**src/rtl/display_feed.sv**
```systemverilog
// Front end of the four-digit 7-segment scanner: divides the system clock down to
// the scan clock and turns a loaded 16-bit value into four hex or BCD digits.
module display_feed #(
    parameter int CLK_FREQ_HZ  = 100000000,
    parameter int SCAN_FREQ_HZ = 1000
) (
    input  logic        clk,
    input  logic        reset,
    input  logic [15:0] value,
    input  logic        load,
    input  logic        mode,
    output logic        busy,
    output logic        overflow,
    output logic        clk_1K,
    output logic [3:0]  count_1,
    output logic [3:0]  count_2,
    output logic [3:0]  count_3,
    output logic [3:0]  count_4
);
    localparam int DIV = CLK_FREQ_HZ / (2 * SCAN_FREQ_HZ);
    localparam int DW  = (DIV > 1) ? $clog2(DIV) : 1;
    localparam logic [DW-1:0] DIV_LAST = DW'(DIV - 1);

    typedef enum logic [1:0] {IDLE, CONV, DONE} state_t;

    state_t      state;
    state_t      state_next;
    logic [DW-1:0] div_cnt;
    logic [3:0]  iter;
    logic [15:0] shift_reg;
    logic [15:0] bcd;
    logic [15:0] bcd_adj;
    logic        accept;
    logic        dec_start;

    // The divider free-runs; loads and conversions never touch the scan clock phase.
    always_ff @(posedge clk) begin
        if (reset) begin
            div_cnt <= '0;
            clk_1K  <= 1'b0;
        end else if (div_cnt == DIV_LAST) begin
            div_cnt <= '0;
            clk_1K  <= ~clk_1K;
        end else begin
            div_cnt <= div_cnt + 1'b1;
        end
    end

    assign accept    = load && (state == IDLE);
    assign dec_start = accept && mode && (value <= 16'd9999);
    assign busy      = (state != IDLE);

    always_comb begin
        bcd_adj = bcd;
        for (int i = 0; i < 4; i++) begin
            if (bcd[4*i +: 4] >= 4'd5) bcd_adj[4*i +: 4] = bcd[4*i +: 4] + 4'd3;
        end
    end

    always_comb begin
        state_next = state;
        case (state)
            IDLE:    if (dec_start) state_next = CONV;
            CONV:    if (iter == 4'd15) state_next = DONE;
            DONE:    state_next = IDLE;
            default: state_next = IDLE;
        endcase
    end

    always_ff @(posedge clk) begin
        if (reset) state <= IDLE;
        else       state <= state_next;
    end

    // Digits change only on a hex/saturated load or on the DONE commit, never mid-conversion.
    always_ff @(posedge clk) begin
        if (reset) begin
            count_1   <= 4'd0;
            count_2   <= 4'd0;
            count_3   <= 4'd0;
            count_4   <= 4'd0;
            overflow  <= 1'b0;
            iter      <= 4'd0;
            shift_reg <= 16'd0;
            bcd       <= 16'd0;
        end else begin
            case (state)
                IDLE: begin
                    if (accept) begin
                        if (!mode) begin
                            count_1  <= value[15:12];
                            count_2  <= value[11:8];
                            count_3  <= value[7:4];
                            count_4  <= value[3:0];
                            overflow <= 1'b0;
                        end else if (value > 16'd9999) begin
                            count_1  <= 4'd9;
                            count_2  <= 4'd9;
                            count_3  <= 4'd9;
                            count_4  <= 4'd9;
                            overflow <= 1'b1;
                        end else begin
                            shift_reg <= value;
                            bcd       <= 16'd0;
                            iter      <= 4'd0;
                            overflow  <= 1'b0;
                        end
                    end
                end
                CONV: begin
                    {bcd, shift_reg} <= {bcd_adj[14:0], shift_reg, 1'b0};
                    iter             <= iter + 4'd1;
                end
                DONE: begin
                    count_1 <= bcd[15:12];
                    count_2 <= bcd[11:8];
                    count_3 <= bcd[7:4];
                    count_4 <= bcd[3:0];
                end
                default: ;
            endcase
        end
    end
endmodule
```
**config.mk**
```make
export PLATFORM = sky130hd
export DESIGN_NAME = display_feed
export DESIGN_NICKNAME = d
export VERILOG_FILES = /design/src/rtl/display_feed.sv
export SDC_FILE = /design/constraint.sdc
export NUM_CORES = 1
export LEC_CHECK = 0
export BUFFER_PORTS_ARGS = -buffer_cell sky130_fd_sc_hd__buf_2
export CELL_PAD_IN_SITES_DETAIL_PLACEMENT = 1
export CELL_PAD_IN_SITES_GLOBAL_PLACEMENT = 1
export CORE_ASPECT_RATIO = 0.9
export CORE_MARGIN = 2
export CORE_UTILIZATION = 44
export CTS_CLUSTER_DIAMETER = 30
export CTS_CLUSTER_SIZE = 20
export DETAILED_ROUTE_END_ITERATION = 10
export PLACE_DENSITY_LB_ADDON = 0.25
export SYNTH_ARGS = -nofsm -noshare
export SYNTH_HDL_FRONTEND = slang
export SYNTH_SLANG_ARGS = --single-unit
```
**constraint.sdc**
```tcl
create_clock -name clk -period 1.9 [get_ports clk]
set_input_delay 0.19 -clock clk [delete_from_list [all_inputs] [get_ports clk]]
set_output_delay 0.19 -clock clk [all_outputs]
set_load 0.01 [all_outputs]
```
==> Word level (Yosys, flattened, before mapping) <==
Index checks and enable logic that the tools add are counted.
{ "word_totals": {"reg_bits": 72} }
{ "op_classes": {"addsub": 6, "order_cmp": 6, "eq_ne": 10, "mux": 34, "bitwise_logic": 1, "n_reduce_logical": 12} }
{ "op_table": {"columns": ["operator", "n"], "rows": [
  ["$mux W16", 6],
  ["$pmux W16 S2", 2],
  ["$mux W4", 15],
  ["$pmux W4 S2", 5],
  ["$add A16 B1 Y16 const B", 1],
  ["$eq A16 B16 Y1 const B", 1],
  ["$ge A4 B3 Y1 const B", 4],
  ["$gt A16 B14 Y1 const B", 1],
  ["$le A16 B14 Y1 const B", 1],
  ["$add A4 B2 Y4 const B", 3],
  ["$ne A2 B2 Y1 const B", 5],
  ["$reduce_bool A2 Y1", 3],
  ["$add A4 B1 Y4 const B", 1],
  ["$eq A4 B4 Y1 const B", 1],
  ["$mux W2", 2],
  ["$pmux W2 S2", 1],
  ["$reduce_and A2 Y1", 2],
  ["$reduce_and A4 Y1", 1],
  ["$add A3 B2 Y3 const B", 1],
  ["$logic_and A1 B1 Y1", 3],
  ["$mux W3", 1],
  ["$ne A3 B2 Y1 const B", 1],
  ["$reduce_and A3 Y1", 1],
  ["$eq A2 B1 Y1 const B", 1],
  ["5 further kinds", 6]
]} }

==> Depth between registers and ports, before layout <==
{ "depth": {"depth_word": 6, "depth_mapped": 7} }

==> Worst setup path before layout <==
OpenSTA, ideal clock, no wires.
{ "synth_path": {"path_type": "input-to-reg", "from": "input port value[6]", "to": "register shift_reg[10]", "setup_time_ps": 86, "t_arrival_ps": 1596, "t_required_ps": 1814, "slack_ps": 219, "path_stages": 6, "path_buffers": 1, "path_cell_list": "or4_4 a41oi_4 nand2_2 buf_4 mux2i_1 a211oi_1"} }
{ "synth_between": {"elab_chain_cells": 3} }
{ "synth_rtl": {"columns": ["element", "line_no", "text"], "rows": [
  ["start, declared", "9", "input logic [15:0] value,"],
  ["$gt A16 B14 Y1", "96", "end else if (value > 16'd9999) begin"],
  ["$ne A2 B2 Y1 (no line)", null, null],
  ["$reduce_and A4 Y1 (no line)", null, null],
  ["end signal, assigned", "103", "shift_reg <= value;"],
  ["end signal, assigned", "111", "{bcd, shift_reg} <= {bcd_adj[14:0], shift_reg, 1'b0};"],
  ["end, declared", "30", "logic [15:0] shift_reg;"]
]} }
No other way between the ends.
A chain may end at the register's enable or synchronous reset.

==> Worst setup path after layout <==
{ "layout_path": {"from": "register div_cnt[3]", "to": "register div_cnt[4]"} }
{ "layout_between": {"elab_chain_cells": 2} }
{ "layout_rtl": {"columns": ["element", "line_no", "text"], "rows": [
  ["start, declared", "28", "logic [DW-1:0] div_cnt;"],
  ["start signal, assigned", "45", "div_cnt <= div_cnt + 1'b1;"],
  ["branches (longest 2 deep; another with $add A16 B1 Y16)", null, null]
]} }
Several ways; the timed one is not identified.

==> results.toml <==
[place]
placed_area_um2 = 3900
portBuffers = 38
gp_congestion = 0.792
dp.cells = 543
preCtsSetupSlack_ns = 0.00757
dp.final_hpwl_mm = 6.59

[pwr]
ir_worst_vdd_mv = 0.373
power_mw = 3.08
pwr_density_cell_nw_per_um2 = 752
p_leak_nw = 1.67

[setup_path]
critPathMaxFanout = 15
critPathKind = "reg -> reg"
ff2ff_setup_slack_ns = 0.30
required_ns = 2.14
startpoint_type = "register"
arrival_ns = 1.84
reg2reg_from = "div_cnt[3]"
crit_path_start = "div_cnt[3]"
endpoint_kind = "register"

[layout]
final_area_um2 = 4100
num_antenna_cells = 0
nNetsFinal = 485
drive_gt1_share_pct = 18.3
final_cell_mix = "dfxtp_1, nor2_1, a21oi_1"
nFillCells = 961
finalNonFillerCells = 559
areaGrowthSynthToFinish_pct = 15.0
final_common_cell = "dfxtp_1"

[hold_path]
hold_path_startpoint = "value[0]"
min_path_type = "in -> reg"

[detailed_routing]
drt-initial-drc-count = 115
viasPerCell = 5.53
drt-total-wl_mm = 9.11
final_antenna_net_count = 0
drt_pre_antenna_iters = 4
wl_per_cell_um = 16.3
routed-via-count = 3092
drcViolationCount = 0

[grt]
grt-ovfl-total = 0
grt_pass1_vias = 3048
grt_pass1_wl_mm = 15.1
grt_use_total_pct = 21.5
grt_max_degree = 37
antenna_found_initial = 0

[timing]
final.setup.tns_ns = 0
fin_skew_ns = 0.0130
rsz0062_at_grt = "no"
setup_viol = 0
drv_slew = 0
worst_slack_ns = 0.305
slew_headroom_pct = 74.9
fin_crit_sh_pct = 84.0
tightest_slew_ns = 0.372
hold_viol = 0
period_needed_ns = 1.60
fmax_ghz = 0.627

[clocking]
clkSinkCount = 72
postCtsSetupRepairBufs = 0
cts_buffer_depth = 2
cts-root-buf = "clkbuf_8"
clk_pin_slew_ns = 0.08
postCtsHoldBufs = 0
cts_tree = "yes"
cts_max_level = 3
clk_latency_ns = 0.35
cts_buffers = 9
ctsResizeCount = 0

[logic_synthesis]
synth_edf_count = 0
synthFlopType = "dfxtp_1"
ys_seq_elements = 72
syn_area_um2 = 3560
yosysSeqAreaShare_pct = 40.5
synth_cells = 418
ys_async_sr_fraction_pct = 0
yosysUniqueCellTypes = 37
avgSynthCellArea_um2 = 8.52
synthesis.nets = 448
yosysWarnings = 0

[floorplanning]
initial_core_util_pct = 44.8
core-area_um2 = 7950
row_count = 31
fp.dieW_um = 98.8
dieArea_um2 = 8830
io_pins = 39
die_height_um = 89.4

[flow_run]
drv_cap = 0

[run_status]
status = "complete, no violations"
-- metal layers --
metal	wire length (µm)	share of wire [%]	global-route usage [%]
met3	339	3.7	4.53
met1	4320	47	27.8
met4	93	1.0	6.35
met2	4360	48	36.8
met5	0	0	0
-- cell type report --
class	count	area, µm²	share of cell area, %
clock buffers	12	165	4.03
clock inverters	4	33.8	0.825
inverters	10	37.5	0.917
multi-input cells	309	1940	47.4
flip-flops and latches	72	1440	35.2
well taps	99	124	3.02
repair buffers	53	353	8.62
-- final timing paths --
check,endpoint,cells past startpoint
worst min-delay path,shift_reg[0],3
worst max register to register,div_cnt[4],6
worst min register to register,overflow,2
worst max-delay path,div_cnt[4],6
-- logic make-up (layout without fill, tap and decap cells) --
kind of cell	after synthesis	count (layout)	share of synthesized area, %
buffers and inverters	37	79	5.13
AOI/OAI and AO/OA	85	85	15.8
DFF	72	72	40.5
muxes	24	24	6.74
and+or+nand+nor	171	171	23.7
xor gates and xnor gates	19	19	4.67
adders and majority gates	10	10	3.51
-- report_power, final --
group	total [mW]	internal [mW]	leakage [nW]	switching, mW
clock network	1.20	0.593	0.0996	0.603
registers	1.58	1.56	0.585	0.0280
logic	0.299	0.123	0.980	0.176
total	3.08	2.27	1.67	0.807
-- through the flow --
stage / hold slack (ns) / utilization (%)
floorplan: 0.361 / -
global placement: 0.439 / 49.0
detailed placement: 0.455 / 49.0
CTS: 0.177 / 51.5
global route: 0.203 / 51.5
finish: 0.181 / 51.5
-- cells in the mapped netlist (all sizes together) (9+ instances only) --
cell / instances / area (µm²)
dfxtp: 72 / 1440
nor2: 59 / 221
a21oi: 44 / 220
nand3: 29 / 145
nand2: 26 / 100
mux2i: 24 / 240
a211oi: 19 / 183
clkbuf: 18 / 67.6
o21ai: 17 / 85.1
nor3: 11 / 55.1
ha: 10 / 125
inv: 10 / 37.5
nand2b: 10 / 62.6
xnor2: 10 / 87.6
xor2: 9 / 78.8
-- worst max-delay path, stage by stage (launching register included) --
cell,delay (ns)
dfxtp_1,0.46
nor4b_1,0.26
and3_1,0.19
nand4_1,0.17
nand2b_1,0.13
buf_4,0.21
nor2_1,0.07
No activity file was read; power rests on OpenSTA's default activity.
